==> src/rtl/cavlc_bit_packer_pkg.sv <==
// Shared constants and FSM encoding for the CAVLC bit packer and its helpers.
package cavlc_bit_packer_pkg;
    localparam int PACK_ACC_W = 64;
    localparam int PACK_OUT_W = 32;
    localparam int PACK_IN_W  = 31;

    typedef enum logic [1:0] {
        PK_RUN   = 2'd0,
        PK_FLUSH = 2'd1,
        PK_DONE  = 2'd2
    } pkState_t;
endpackage

==> src/rtl/cavlc_bit_mask_shift.sv <==
// Masks an MSB-aligned code chunk to its length and places it into the 64-bit
// accumulator lane right after the bits already held.
module cavlc_bit_mask_shift
    import cavlc_bit_packer_pkg::*;
(
    input  logic [PACK_IN_W-1:0]  inBits,
    input  logic [4:0]            inLen,
    input  logic [6:0]            fill,
    output logic [PACK_ACC_W-1:0] lane
);
    logic [PACK_IN_W-1:0] keepMask;
    logic [PACK_IN_W-1:0] maskedBits;

    // Bit gi survives only if it lies within the top inLen positions.
    generate
        for (genvar gi = 0; gi < PACK_IN_W; gi++) begin : g_mask
            assign keepMask[gi] = ({1'b0, inLen} + 6'(gi)) >= 6'(PACK_IN_W);
        end
    endgenerate

    assign maskedBits = inBits & keepMask;
    assign lane       = {maskedBits, {(PACK_ACC_W - PACK_IN_W){1'b0}}} >> fill;
endmodule

==> src/rtl/cavlc_bit_packer.sv <==
// Concatenates variable-length code chunks into 32-bit big-endian stream words,
// with flush draining. Optional bit counter: define CAVLC_PACKER_BITCNT_EN.
module cavlc_bit_packer
    import cavlc_bit_packer_pkg::*;
#(
    parameter int IN_W  = 31,
    parameter int OUT_W = 32
) (
    input  logic             clk,
    input  logic             rst,
    input  logic             in_valid,
    output logic             in_ready,
    input  logic [IN_W-1:0]  in_bits,
    input  logic [4:0]       in_len,
    input  logic             flush_req,
    output logic             out_valid,
    input  logic             out_ready,
    output logic [OUT_W-1:0] out_data,
    output logic [5:0]       out_nbits,
    output logic             out_last,
    output logic             flush_done
`ifdef CAVLC_PACKER_BITCNT_EN
    ,
    output logic [23:0]      bit_cnt
`endif
);
    pkState_t              stateReg;
    logic [PACK_ACC_W-1:0] accReg, accNext, accShifted, lane;
    logic [6:0]            fillReg, fillNext, fillAfterEmit;
    logic                  emit, accept;

    assign in_ready   = (stateReg == PK_RUN) && (fillReg <= 7'd32);
    assign out_valid  = (fillReg >= 7'd32) || ((stateReg == PK_FLUSH) && (fillReg != 7'd0));
    assign out_data   = accReg[PACK_ACC_W-1 -: PACK_OUT_W];
    assign out_nbits  = (fillReg >= 7'd32) ? 6'd32 : fillReg[5:0];
    assign out_last   = (stateReg == PK_FLUSH) && (fillReg <= 7'd32);
    assign flush_done = (stateReg == PK_DONE);

    assign emit   = out_valid && out_ready;
    assign accept = in_valid && in_ready;

    cavlc_bit_mask_shift u_maskShift (
        .inBits (in_bits),
        .inLen  (in_len),
        .fill   (fillAfterEmit),
        .lane   (lane)
    );

    // Emit is retired first so the new chunk lands right behind the surviving bits.
    always_comb begin
        accShifted    = accReg;
        fillAfterEmit = fillReg;
        if (emit) begin
            accShifted    = accReg << PACK_OUT_W;
            fillAfterEmit = (fillReg > 7'd32) ? (fillReg - 7'd32) : 7'd0;
        end
        accNext  = accShifted;
        fillNext = fillAfterEmit;
        if (accept) begin
            accNext  = accShifted | lane;
            fillNext = fillAfterEmit + {2'b00, in_len};
        end
    end

    always_ff @(posedge clk) begin
        if (rst) begin
            stateReg <= PK_RUN;
            accReg   <= '0;
            fillReg  <= '0;
        end else begin
            unique case (stateReg)
                PK_RUN: begin
                    accReg  <= accNext;
                    fillReg <= fillNext;
                    if (flush_req)
                        stateReg <= PK_FLUSH;
                end
                PK_FLUSH: begin
                    accReg  <= accNext;
                    fillReg <= fillNext;
                    if ((fillReg == 7'd0) || (emit && out_last))
                        stateReg <= PK_DONE;
                end
                PK_DONE: begin
                    accReg   <= '0;
                    fillReg  <= '0;
                    stateReg <= PK_RUN;
                end
                default: stateReg <= PK_RUN;
            endcase
        end
    end

`ifdef CAVLC_PACKER_BITCNT_EN
    logic [23:0] bitCntReg;
    logic [24:0] bitCntSum;

    assign bitCntSum = {1'b0, bitCntReg} + {20'd0, in_len};
    assign bit_cnt   = bitCntReg;

    always_ff @(posedge clk) begin
        if (rst || (stateReg == PK_DONE))
            bitCntReg <= '0;
        else if (accept)
            bitCntReg <= bitCntSum[24] ? 24'hFF_FFFF : bitCntSum[23:0];
    end
`endif
endmodule
==> config.mk <==
export PLATFORM = sky130hd
export DESIGN_NAME = cavlc_bit_packer
export DESIGN_NICKNAME = d
export VERILOG_FILES = /design/src/rtl/cavlc_bit_packer_pkg.sv /design/src/rtl/cavlc_bit_mask_shift.sv /design/src/rtl/cavlc_bit_packer.sv
export SDC_FILE = /design/constraint.sdc
export NUM_CORES = 1
export LEC_CHECK = 0
export BUFFER_PORTS_ARGS = -buffer_cell sky130_fd_sc_hd__clkbuf_2
export CAP_MARGIN = 5
export CELL_PAD_IN_SITES_DETAIL_PLACEMENT = 0
export CELL_PAD_IN_SITES_GLOBAL_PLACEMENT = 1
export CORE_ASPECT_RATIO = 0.9
export CORE_MARGIN = 4
export CORE_UTILIZATION = 25
export DETAILED_ROUTE_END_ITERATION = 16
export PLACE_DENSITY = 0.52
export SLEW_MARGIN = 20
export SYNTH_ARGS = -nofsm -noshare
export SYNTH_HDL_FRONTEND = slang
export SYNTH_SLANG_ARGS = --single-unit
==> constraint.sdc <==
create_clock -name clk -period 5.8 [get_ports clk]
set_input_delay 0.29 -clock clk [delete_from_list [all_inputs] [get_ports clk]]
set_output_delay 0.29 -clock clk [all_outputs]
set_load 0.1 [all_outputs]
# Word-level counts from Yosys, hierarchy flattened
# Cells that the tools add are included.
# op_classes
addsub,32
muxes,11
reduce_logical,14
n_lt_le_gt_ge,34
eq_ne,4
div_mod_pow,0
mul,0
n_bitwise,2
n_shift,1
# op_table
op,n
greater-or-equal comparator 6 x 5 -> 1 bit (second input constant),30
2-to-1 mux 64 bit,2
case mux 64 bit (2 select lines),1
adder 5 x 5 -> 6 bit (second input constant),15
bitwise OR 64 bit,1
right shift 64 x 7 -> 64 bit,1
adder 5 x 4 -> 6 bit (second input constant),8
bitwise AND 31 bit,1
adder 5 x 3 -> 6 bit (second input constant),4
2-to-1 mux 7 bit,3
case mux 7 bit (2 select lines),1
adder 5 x 2 -> 6 bit (second input constant),2
adder 7 x 5 -> 7 bit,1
greater-or-equal comparator 7 x 6 -> 1 bit (second input constant),1
greater-than comparator 7 x 6 -> 1 bit (second input constant),1
less-or-equal comparator 7 x 6 -> 1 bit (second input constant),1
zero test 7 bit,1
nonzero test 7 bit,1
subtractor 7 x 6 -> 7 bit (second input constant),1
adder 5 x 1 -> 6 bit (second input constant),1
logical AND 1 bit,6
2-to-1 mux 6 bit,1
greater-or-equal comparator 5 bit (second input constant),1
2-to-1 mux 2 bit,2
other kinds (10),11
# totals
romBits,0
n_memories,0
regBits,73
output_inout_bits,42
ram_bits,0
latchBits,0
inputBits,41
elab_cells,101

# Longest topological paths before layout
# Gate-level depths: netlist of run 1.
# depth
depth_word,9
depth_mapped,17

# Hierarchy
# From an unflattened synthesis of run 1, not the netlist that was laid out.
# unflattened
hier_cells,1006
area_unflattened_um2,7906.3
# modules_own_cells
mod,seq_area_each_um2,instances,cells_each,area_each_um2
cavlc_bit_mask_shift,0.0,1,679,4541.9
cavlc_bit_packer,1461.4,1,327,3364.5

# Worst setup path after synthesis of run 1
# OpenSTA, ideal clock, no wires.
# synth_timing
kind,reg2reg
startpoint,register fillReg[6]
endpoint,register fillReg[5]
stages_incl_launch_ff,16
required_ps,5672
setup_slack_ps,2528
period_less_slack_ps,3272
arrival_ps,3144
cell_sequence,dfxtp_1 buf_2 nor2_8 inv_4 buf_2 o21ai_2 inv_2 buf_1 clkbuf_1 ha_1 nor2b_1 o21a_1 o21ai_0 xnor2_1 a2bb2oi_1 nor2_1
# synth_between
elab_chain_len,8
# synth_lines
item,line,text
"start, declared",cavlc_bit_packer.sv:29,"logic [6:0] fillReg, fillNext, fillAfterEmit;"
"start signal, assigned",cavlc_bit_packer.sv:74,fillReg <= fillNext;
"start signal, assigned",cavlc_bit_packer.sv:80,fillReg <= fillNext;
branches (longest 6 deep; another with greater-or-equal comparator 7 x 6 -> 1 bit),n/a,
2-to-1 mux 7 bit (*),cavlc_bit_packer.sv:59,if (accept) begin
case mux 7 bit (2 select lines) (*),cavlc_bit_packer.sv:71,unique case (stateReg)
# Mark *: on every way between the ends.
# A chain may end at the register's enable or synchronous reset.

# Worst setup path after layout of run 1
# layout_timing
startpoint,register fillReg[5]
endpoint,register accReg[25]
# layout_between
elab_chain_len,9
# layout_lines
item,line,text
branches (longest 7 deep; another with subtractor 7 x 6 -> 7 bit),n/a,
2-to-1 mux 64 bit (*),cavlc_bit_packer.sv:59,
case mux 64 bit (2 select lines) (*),cavlc_bit_packer.sv:71,
"end signal, assigned",cavlc_bit_packer.sv:73,accReg <= accNext;
"end signal, assigned",cavlc_bit_packer.sv:79,accReg <= accNext;
"end, declared",cavlc_bit_packer.sv:28,"logic [PACK_ACC_W-1:0] accReg, accNext, accShifted, lane;"
# Marked as above.

==> metrics.cfg, run 1 <==
[sta]
fmax_mhz=243
fin_worst_skew_ns=0.00650
final-max-slew-violation-count=0
tns_ns=0
period_minus_slack_ns=4.11
slew_headroom_pct=31.7
rsz0062_at_grt=false
tightestPinTransition_ns=1.02
post-route-period-util_pct=70.9
layout_setup_ws_ns=1.69
hold_viol=0
setup_viol=0

[yosys]
synthMuxAreaShare_pct=4.54
synth_seq_area_share_pct=19.1
syn-cell-area_um2=7650
synth_compound_area_share_pct=38.9
async_flop_share_pct=0
synth-simple-area-share_pct=23.3
synth_top_family_by_area=compound AO/OA/AOI/OAI gates
synth-main-ff-cell=dfxtp_1
synth_area_leaders=dfxtp_1, nand2_1, a21oi_1
yosys_warnings=0
synthAdderAreaFrac_pct=3.37
synth-seq-cells=73
syn_avg_cell_area_um2=7.47
synth_cell_types=107
synth_edf_count=0
yosys.area.top_type_share_pct=19.1
synthCells=1024
synth_area_leader_cell=dfxtp_1
synth_nets=1085
synth-xor-area-share_pct=1.45

[clock_tree]
insertion_delay_ns=0.35
holdBufCountCts=0
root_buffer=clkbuf_16
cts_tree=yes
cts_buffers=9
cts_htree_levels=3
cts_sinks=73
cts.reportedPaths.clkPinSlew_ns=0.06
cts_resized=0
post_cts_buffers=0
clockBufferDepth=2

[critical_path]
cp-endpoint=accReg[25]
cp_common_cell=mux2i_1
cpMaxStageDelayCell=o22ai_1
worstPathCellList=nor2_8 > inv_4 > o21ai_4 > buf_4 > inv_2 > and3_1 > o22ai_1 > mux2i_1 > mux2i_1 > o2bb2ai_1 > a2bb2oi_1
path_max_fanout=26
crit_path_start=fillReg[5]
worstPathRequired_ns=6.03
critPathArrivalTime_ns=4.34
rr_startpoint=fillReg[5]
crit_type=reg -> reg
cpPeakStageDelay_ns=0.67
rr_worst_depth=11
cp-end-kind=flip-flop
timing.rr.end=accReg[25]
rrSetupSlack_ns=1.69
start_kind=flip-flop

[route]
dr.pass1.iters=6
drtAntennaViolNets=0
routedWlPerCell_um=25.1
vias_per_cell=5.85
drt_iter0_markers=993
wirelength_mm=35.6
num_vias=8318
drc=0

[placement]
io_buffer_count=82
hpwl_mm=27.1
place_area_um2=8030
pre_cts_ws_ns=1.83
gp_congestion=0.909

[power]
power_leakage_nw=3.17
max-vdd-ir-drop_mv=0.158
powerDensity_nw_per_um2=303

[global_route]
grt_overflow=0
grt_max_degree=47
antenna_found_initial=0
top_usage_layer=met1
grt_pass1_wl_mm=53.1
grt_usage_pct=20.8
grt_util_met1_pct=31.2
grt.met2_usage_pct=29.9
grt_pass1_vias=7799
grtUsageMet3_pct=4.34

[layout]
final_area_um2=8340
area_growth_pct=8.94
fin_nets=1076
final_cell_mix=nand2_1, clkbuf_2, nor2_1
fillCellCount=3392
num_antenna_cells=0
drive_above_1_share_pct=17.0
layout_commonest_cell=nand2_1
post-route-util_pct=27.8

[floorplanning]
coreArea_um2=30000
die_h_um=174
start_util_pct=25.5
io_pins=83
fp.dieArea_um2=33500
die_x_um=192
rows=60

[flow_run]
cap_violations=0

[status]
run_status=finished clean

[min_path]
hold_class=in -> reg

layer usage:
metal | share of wire, % | vias to the layer above
met3 | 7.6 | 53
met5 | 0 | -
met1 | 48 | 4022
met2 | 42 | 377
met4 | 2.6 | 0
li1 | - | 3866
cell usage after synthesis (6+ instances only):
master     count
a211o_1       10
or2_2          7
buf_4         37
nand2b_1       7
buf_1          8
nor2_1        76
a31o_2         8
a2bb2oi_1      7
and3b_1        9
o21a_1         8
mux2_2         7
and3_1        12
o21ai_1       21
nor2b_1        7
buf_2         31
a221oi_1      22
o221ai_1       7
nand3_1       28
o211ai_1      28
a21oi_1       75
nor3_1        13
a222oi_1       6
inv_2          7
dfxtp_1       73
clkbuf_1      32
ha_1          19
a22oi_1       21
mux2i_1       19
a31oi_1       15
nand2_1      121
o21ai_0       32
o22ai_1       17
a22o_1         9
a21o_1        12
a211oi_1      25
o31ai_1       12
and2_1        21
inv_1         13
worst min-delay path by stage:
stage,startpoint,endpoint,depth (start not counted)
after floorplan,accReg[17],accReg[17],2
after global placement,accReg[1],accReg[1],2
after detailed placement,accReg[0],accReg[0],1
after CTS,flush_req,stateReg[0],3
after global routing,flush_req,stateReg[0],3
final,flush_req,stateReg[0],3
flip-flops by register name, indices dropped and copies added, names as in the netlist:
signal    count
accReg       64
fillReg       7
stateReg      2
critical path: cells and delay by family, from the launching register on:
family                 cells  cell delay (ns)
muxes                      2             0.74
DFF                        1             0.43
and+or+nand+nor            2             0.47
AOI/OAI and AO/OA          4             1.54
buffers and inverters      3             0.77
per-stage QoR:
stage | std cells | hold WS, ns | power [mW]
after floorplan | 1024 | 0.424 | 1.59
after global routing | 1422 | 0.293 | 2.64
final | 1422 | 0.253 | 2.53
after global placement | 1407 | 0.441 | 1.92
after detailed placement | 1407 | 0.451 | 1.90
after CTS | 1422 | 0.255 | 2.52
kinds of logic (layout without fill, tap and decap cells):
group	after synthesis	count (layout)
compound gates	407	407
simple gates	349	349
buf+inv	134	129
flops	73	73
mux	30	30
fa+ha+maj	20	20
xor+xnor	11	11
final cells by class:
type / instances / area (µm²) / area share [%]
multi-input cells: 817 / 5490 / 65.8
clock buffers: 12 / 246 / 2.96
inverters: 21 / 81.3 / 0.975
well taps: 403 / 504 / 6.05
flip-flops and latches: 73 / 1460 / 17.5
clock inverters: 3 / 65.1 / 0.780
repair buffers: 93 / 493 / 5.91
report_power, final:
part           switching [mW]  internal, mW
sequential             0.0541         0.550
clock                   0.228         0.386
combinational           0.991         0.319
Power figures use the tool's default switching activity.
==> run 2: changes to the inputs <==
==> constraint.sdc (replaced) <==
create_clock -name clk -period 3.8 [get_ports clk]
set_input_delay 0.19 -clock clk [delete_from_list [all_inputs] [get_ports clk]]
set_output_delay 0.19 -clock clk [all_outputs]
set_load 0.1 [all_outputs]
==> run 2 against run 1 <==
Sequential share of layout area down 0.64 points. Power is 55% higher. Routed wire length rose by 2.2%. Die area did not move. Global-route usage increased by 0.68 points. Sequential power rose by 52%. Critical endpoint is now accReg[37].
==> metrics.cfg, run 2 (same netlist as run 1, synthesis figures left out) <==
[layout]
layout_commonest_cell=nand2_1
fillCellCount=3376
area_growth_pct=13.1
post-route-util_pct=28.8
drive_above_1_share_pct=20.4
largestRegisters=accReg (64), fillReg (7), stateReg (2)
num_antenna_cells=0
final_cell_mix=nand2_1, clkbuf_2, nor2_1
largest_reg_flops=64
fin_nets=1118
regMostFlops=accReg

[placement]
gp_congestion=0.924
io_buffer_count=82
hpwl_mm=28.1

[critical_path]
critPathArrivalTime_ns=3.57
cpPeakStageDelay_ns=0.64
rr_worst_depth=8
start_kind=flip-flop
cpMaxStageDelayCell=a21oi_1
worstPathRequired_ns=4.05
crit_type=reg -> reg
path_max_fanout=9
worstPathCellList=and3b_1 > a21oi_1 > o211ai_1 > o211ai_1 > a2bb2oi_1 > o221ai_1 > a221oi_1 > a211oi_1
cp-end-kind=flip-flop
cp_common_cell=o211ai_1

[sta]
final-max-slew-violation-count=0
tns_ns=0
period_minus_slack_ns=3.32
tightestPinTransition_ns=0.748
slew_headroom_pct=50.1
setup_viol=0
fmax_mhz=301
rsz0062_at_grt=false
post-route-period-util_pct=87.4
hold_viol=0
timing.hold.ws_ns=0.170
fin_worst_skew_ns=0.00833

[global_route]
antenna_found_initial=0
grt_overflow=0
grt_pass1_vias=8257
grt_pass1_wl_mm=54.9
grt_usage_pct=21.4
grt_max_degree=43

[flow_run]
cap_violations=0

[floorplanning]
rows=60
io_pins=83
fp.dieArea_um2=33500
coreArea_um2=30000
die_x_um=192
start_util_pct=25.5
die_h_um=174

[route]
drt_iter0_markers=927
drc=0
routedWlPerCell_um=24.9
vias_per_cell=5.77
drtAntennaViolNets=0
num_vias=8458
wirelength_mm=36.4
dr.pass1.iters=6

[clock_tree]
cts_sinks=73
insertion_delay_ns=0.34
cts_htree_levels=3
clockBufferDepth=2
cts_buffers=9
root_buffer=clkbuf_16
holdBufCountCts=0
post_cts_buffers=0
cts_tree=yes
cts_resized=0
cts.reportedPaths.clkPinSlew_ns=0.07

[power]
combPwrFrac_pct=53.4
seqPwrFrac_pct=23.5
switching_share_pct=51.3
max-vdd-ir-drop_mv=0.222
power_leakage_nw=3.38
powerDensity_nw_per_um2=452
p_int_mw=1.91
p_clk_share_pct=23.1
p_sw_mw=2.01

[status]
run_status=finished clean

[min_path]
whs_path_depth=3
hold_class=in -> reg

[run 2: cell count changes in the layout (fill, tap and decap cells not counted)]
cell | before | now
buf_4 | 11 | 52
clkbuf_1 | 2 | 0
clkinv_4 | 0 | 2
inv_6 | 0 | 2
and2b_1 | 0 | 1
and2b_2 | 1 | 0
buf_12 | 0 | 1
bufinv_16 | 2 | 1
clkbuf_8 | 1 | 0
clkinvlp_4 | 0 | 1
o21ai_0 | 31 | 32
o21ai_1 | 21 | 20
[run 2: final timing paths]
check | slack [ns] | endpoint | from
hold / removal | 0.17 | stateReg[0] | flush_req
setup / recovery | 0.48 | accReg[37] | stateReg[1]
hold reg to reg | 0.46 | accReg[21] | accReg[21]
setup reg to reg | 0.48 | accReg[37] | stateReg[1]
[run 2: through the flow]
stage | std cells | power, mW | area, µm² | setup slack (ns)
3_3_place_gp | 1449 | 3.01 | 8350 | 0.360
2_1_floorplan | 1024 | 2.43 | 7650 | 0.528
5_1_grt | 1465 | 4.09 | 8660 | 0.319
3_5_place_dp | 1449 | 2.99 | 8350 | 0.384
4_1_cts | 1465 | 3.91 | 8660 | 0.513
6_report | 1465 | 3.92 | 8660 | 0.478
[run 2: cell type report]
class / count / area, µm² / area share [%]
Clock buffer: 9 / 225 / 2.60
Clock inverter: 7 / 77.6 / 0.896
Inverter: 21 / 81.3 / 0.940
Multi-Input combinational cell: 817 / 5490 / 63.4
Sequential cell: 73 / 1460 / 16.9
Tap cell: 403 / 504 / 5.83
Timing Repair Buffer: 135 / 821 / 9.48
[run 2: critical path, delay by kind of cell (launching register included)]
kind             cells  cell delay (ns)
flip-flops           1             0.52
AO/OA/AOI/OAI        7             2.41
AND/OR/NAND/NOR      1             0.30
[run 2: power groups by stage]
| stage | clock (mW) | sequential [mW] | combinational [mW] |
|---|---|---|---|
| after global routing | 0.951 | 0.930 | 2.21 |
| after floorplan | 0 | 0.894 | 1.53 |
| after CTS | 0.924 | 0.919 | 2.06 |
| final | 0.904 | 0.920 | 2.09 |
| after detailed placement | 0 | 0.936 | 2.06 |
| after global placement | 0 | 0.936 | 2.07 |
[run 2: metal layers]
layer / global-route usage [%] / up-vias / part of all wire (%)
met2: 32.3 / 343 / 44
met5: 0 / - / 0
met4: 3.71 / 0 / 1.3
met3: 4.32 / 30 / 7.1
li1: - / 3945 / -
met1: 31.9 / 4140 / 48
==> run 3: changes to the inputs <==
--- a/config.mk
+++ b/config.mk
@@ -7,13 +7,13 @@
 export LEC_CHECK = 0
 export BUFFER_PORTS_ARGS = -buffer_cell sky130_fd_sc_hd__clkbuf_2
 export CAP_MARGIN = 5
-export CELL_PAD_IN_SITES_DETAIL_PLACEMENT = 0
-export CELL_PAD_IN_SITES_GLOBAL_PLACEMENT = 1
+export CELL_PAD_IN_SITES_DETAIL_PLACEMENT = 2
+export CELL_PAD_IN_SITES_GLOBAL_PLACEMENT = 2
 export CORE_ASPECT_RATIO = 0.9
 export CORE_MARGIN = 4
 export CORE_UTILIZATION = 25
 export DETAILED_ROUTE_END_ITERATION = 16
-export PLACE_DENSITY = 0.52
+export PLACE_DENSITY = 0.63
 export SLEW_MARGIN = 20
 export SYNTH_ARGS = -nofsm -noshare
 export SYNTH_HDL_FRONTEND = slang
==> run 3 against run 2 <==
Clock skew is 0.00087 ns higher. Critical path type unchanged. Via count rose by 3.0%. Critical endpoint is now accReg[25]. Hold slack better by 0.0023 ns. Non-clock buffer count fell by 1. Critical path depth unchanged.
==> metrics.cfg, run 3 (same netlist as run 1, synthesis figures left out) <==
[route]
drt_iter0_markers=763
routedWlPerCell_um=26.5
vias_per_cell=5.95
wirelength_mm=38.8
drtAntennaViolNets=0
dr.pass1.iters=6
num_vias=8715
drc=0

[global_route]
grt_max_degree=49
grt_pass1_wl_mm=58.7
grt_pass1_vias=8923
grt_usage_pct=22.7
grt.met2_usage_pct=36.1
top_usage_layer=met2
grt_util_met1_pct=32.8
grt_overflow=0
antenna_found_initial=0
grtUsageMet3_pct=4.50

[sta]
tns_ns=0
fmax_mhz=292
final-max-slew-violation-count=0
tightestPinTransition_ns=0.905
slew_headroom_pct=39.6
period_minus_slack_ns=3.43
post-route-period-util_pct=90.2
rsz0062_at_grt=false
hold_viol=0
fin_worst_skew_ns=0.00920
setup_viol=0

[critical_path]
crit_type=reg -> reg
path_max_fanout=21
critPathArrivalTime_ns=3.65
cp-end-kind=flip-flop
worstPathCellList=o21ai_4 > inv_2 > o22ai_1 > o22ai_1 > mux2i_1 > mux2i_1 > o2bb2ai_1 > a2bb2oi_1
worstPathRequired_ns=4.03
cpMaxStageDelayCell=dfxtp_1
start_kind=flip-flop
cpPeakStageDelay_ns=0.91

[clock_tree]
post_cts_buffers=0
insertion_delay_ns=0.35
cts_htree_levels=3
cts_buffers=9
cts_sinks=73
cts_resized=0
cts.reportedPaths.clkPinSlew_ns=0.06
root_buffer=clkbuf_16
holdBufCountCts=0
clockBufferDepth=2
cts_tree=yes

[layout]
layout_commonest_cell=nand2_1
num_antenna_cells=0
area_growth_pct=13.2
fillCellCount=3627
fin_nets=1117
drive_above_1_share_pct=20.5
post-route-util_pct=28.9
largestRegisters=accReg (64), fillReg (7), stateReg (2)
register_area_um2=1460
regMostFlops=accReg
final_cell_mix=nand2_1, clkbuf_2, nor2_1
largest_reg_flops=64
multi_input_area_um2=5490

[floorplanning]
rows=60
io_pins=83
coreArea_um2=30000
start_util_pct=25.5
die_h_um=174
die_x_um=192
fp.dieArea_um2=33500

[flow_run]
cap_violations=0

[power]
power_leakage_nw=3.38
max-vdd-ir-drop_mv=0.217
powerDensity_nw_per_um2=455

[status]
run_status=finished clean

[min_path]
hold_class=in -> reg

[placement]
io_buffer_count=82
hpwl_mm=30.3
gp_congestion=0.917

==> run 3: changes by cell type in the layout (fill, tap and decap cells not counted), sizes merged <==
cell,before,now
buf,53,52
clkbuf,91,92
inv,23,22
==> run 3: layout make-up <==
cell class,instances,area share (%)
tap,403,5.82
sequential,73,16.9
clock inverter,6,0.751
inverter,21,0.938
clock buffer,10,2.76
multi-input combinational,817,63.3
timing repair buffer,134,9.53
==> run 3: final timing paths <==
path / startpoint / endpoint / slack [ns] / cells past startpoint
setup / recovery: fillReg[1] / accReg[25] / 0.37 / 8
hold / removal: flush_req / stateReg[0] / 0.17 / 3
setup reg to reg: fillReg[1] / accReg[25] / 0.37 / 8
hold reg to reg: accReg[17] / accReg[17] / 0.46 / 2
==> run 3: stage by stage <==
| stage | cells | power, mW | setup slack (ns) | hold slack, ns | cell area [µm²] |
|---|---|---|---|---|---|
| final | 1464 | 3.94 | 0.374 | 0.172 | 8670 |
| after global routing | 1464 | 4.12 | 0.170 | 0.175 | 8670 |
| after CTS | 1464 | 3.94 | 0.489 | 0.173 | 8670 |
| after detailed placement | 1448 | 3.03 | 0.286 | 0.452 | 8360 |
| after global placement | 1448 | 3.01 | 0.273 | 0.440 | 8360 |
| after floorplan | 1024 | 2.43 | 0.528 | 0.362 | 7650 |
==> run 3: critical path: cells and delay by family (launching register included) <==
| kind | cells | cell delay [ns] |
|---|---|---|
| compound gates | 5 | 1.28 |
| buf+inv | 1 | 0.38 |
| flops | 1 | 0.91 |
| mux | 2 | 0.72 |
==> run 3: per-layer routing <==
metal | share of wire (%) | vias up | wire length (µm)
li1 | - | 3938 | -
met4 | 0.99 | 0 | 384
met3 | 5.7 | 26 | 2220
met5 | 0 | - | 0
met1 | 48 | 4492 | 18500
met2 | 46 | 259 | 17700
==> run 3: power by group <==
part           total (mW)  switching (mW)  internal (mW)
Combinational        2.11            1.56          0.550
Clock               0.900           0.372          0.528
Sequential          0.926          0.0866          0.839
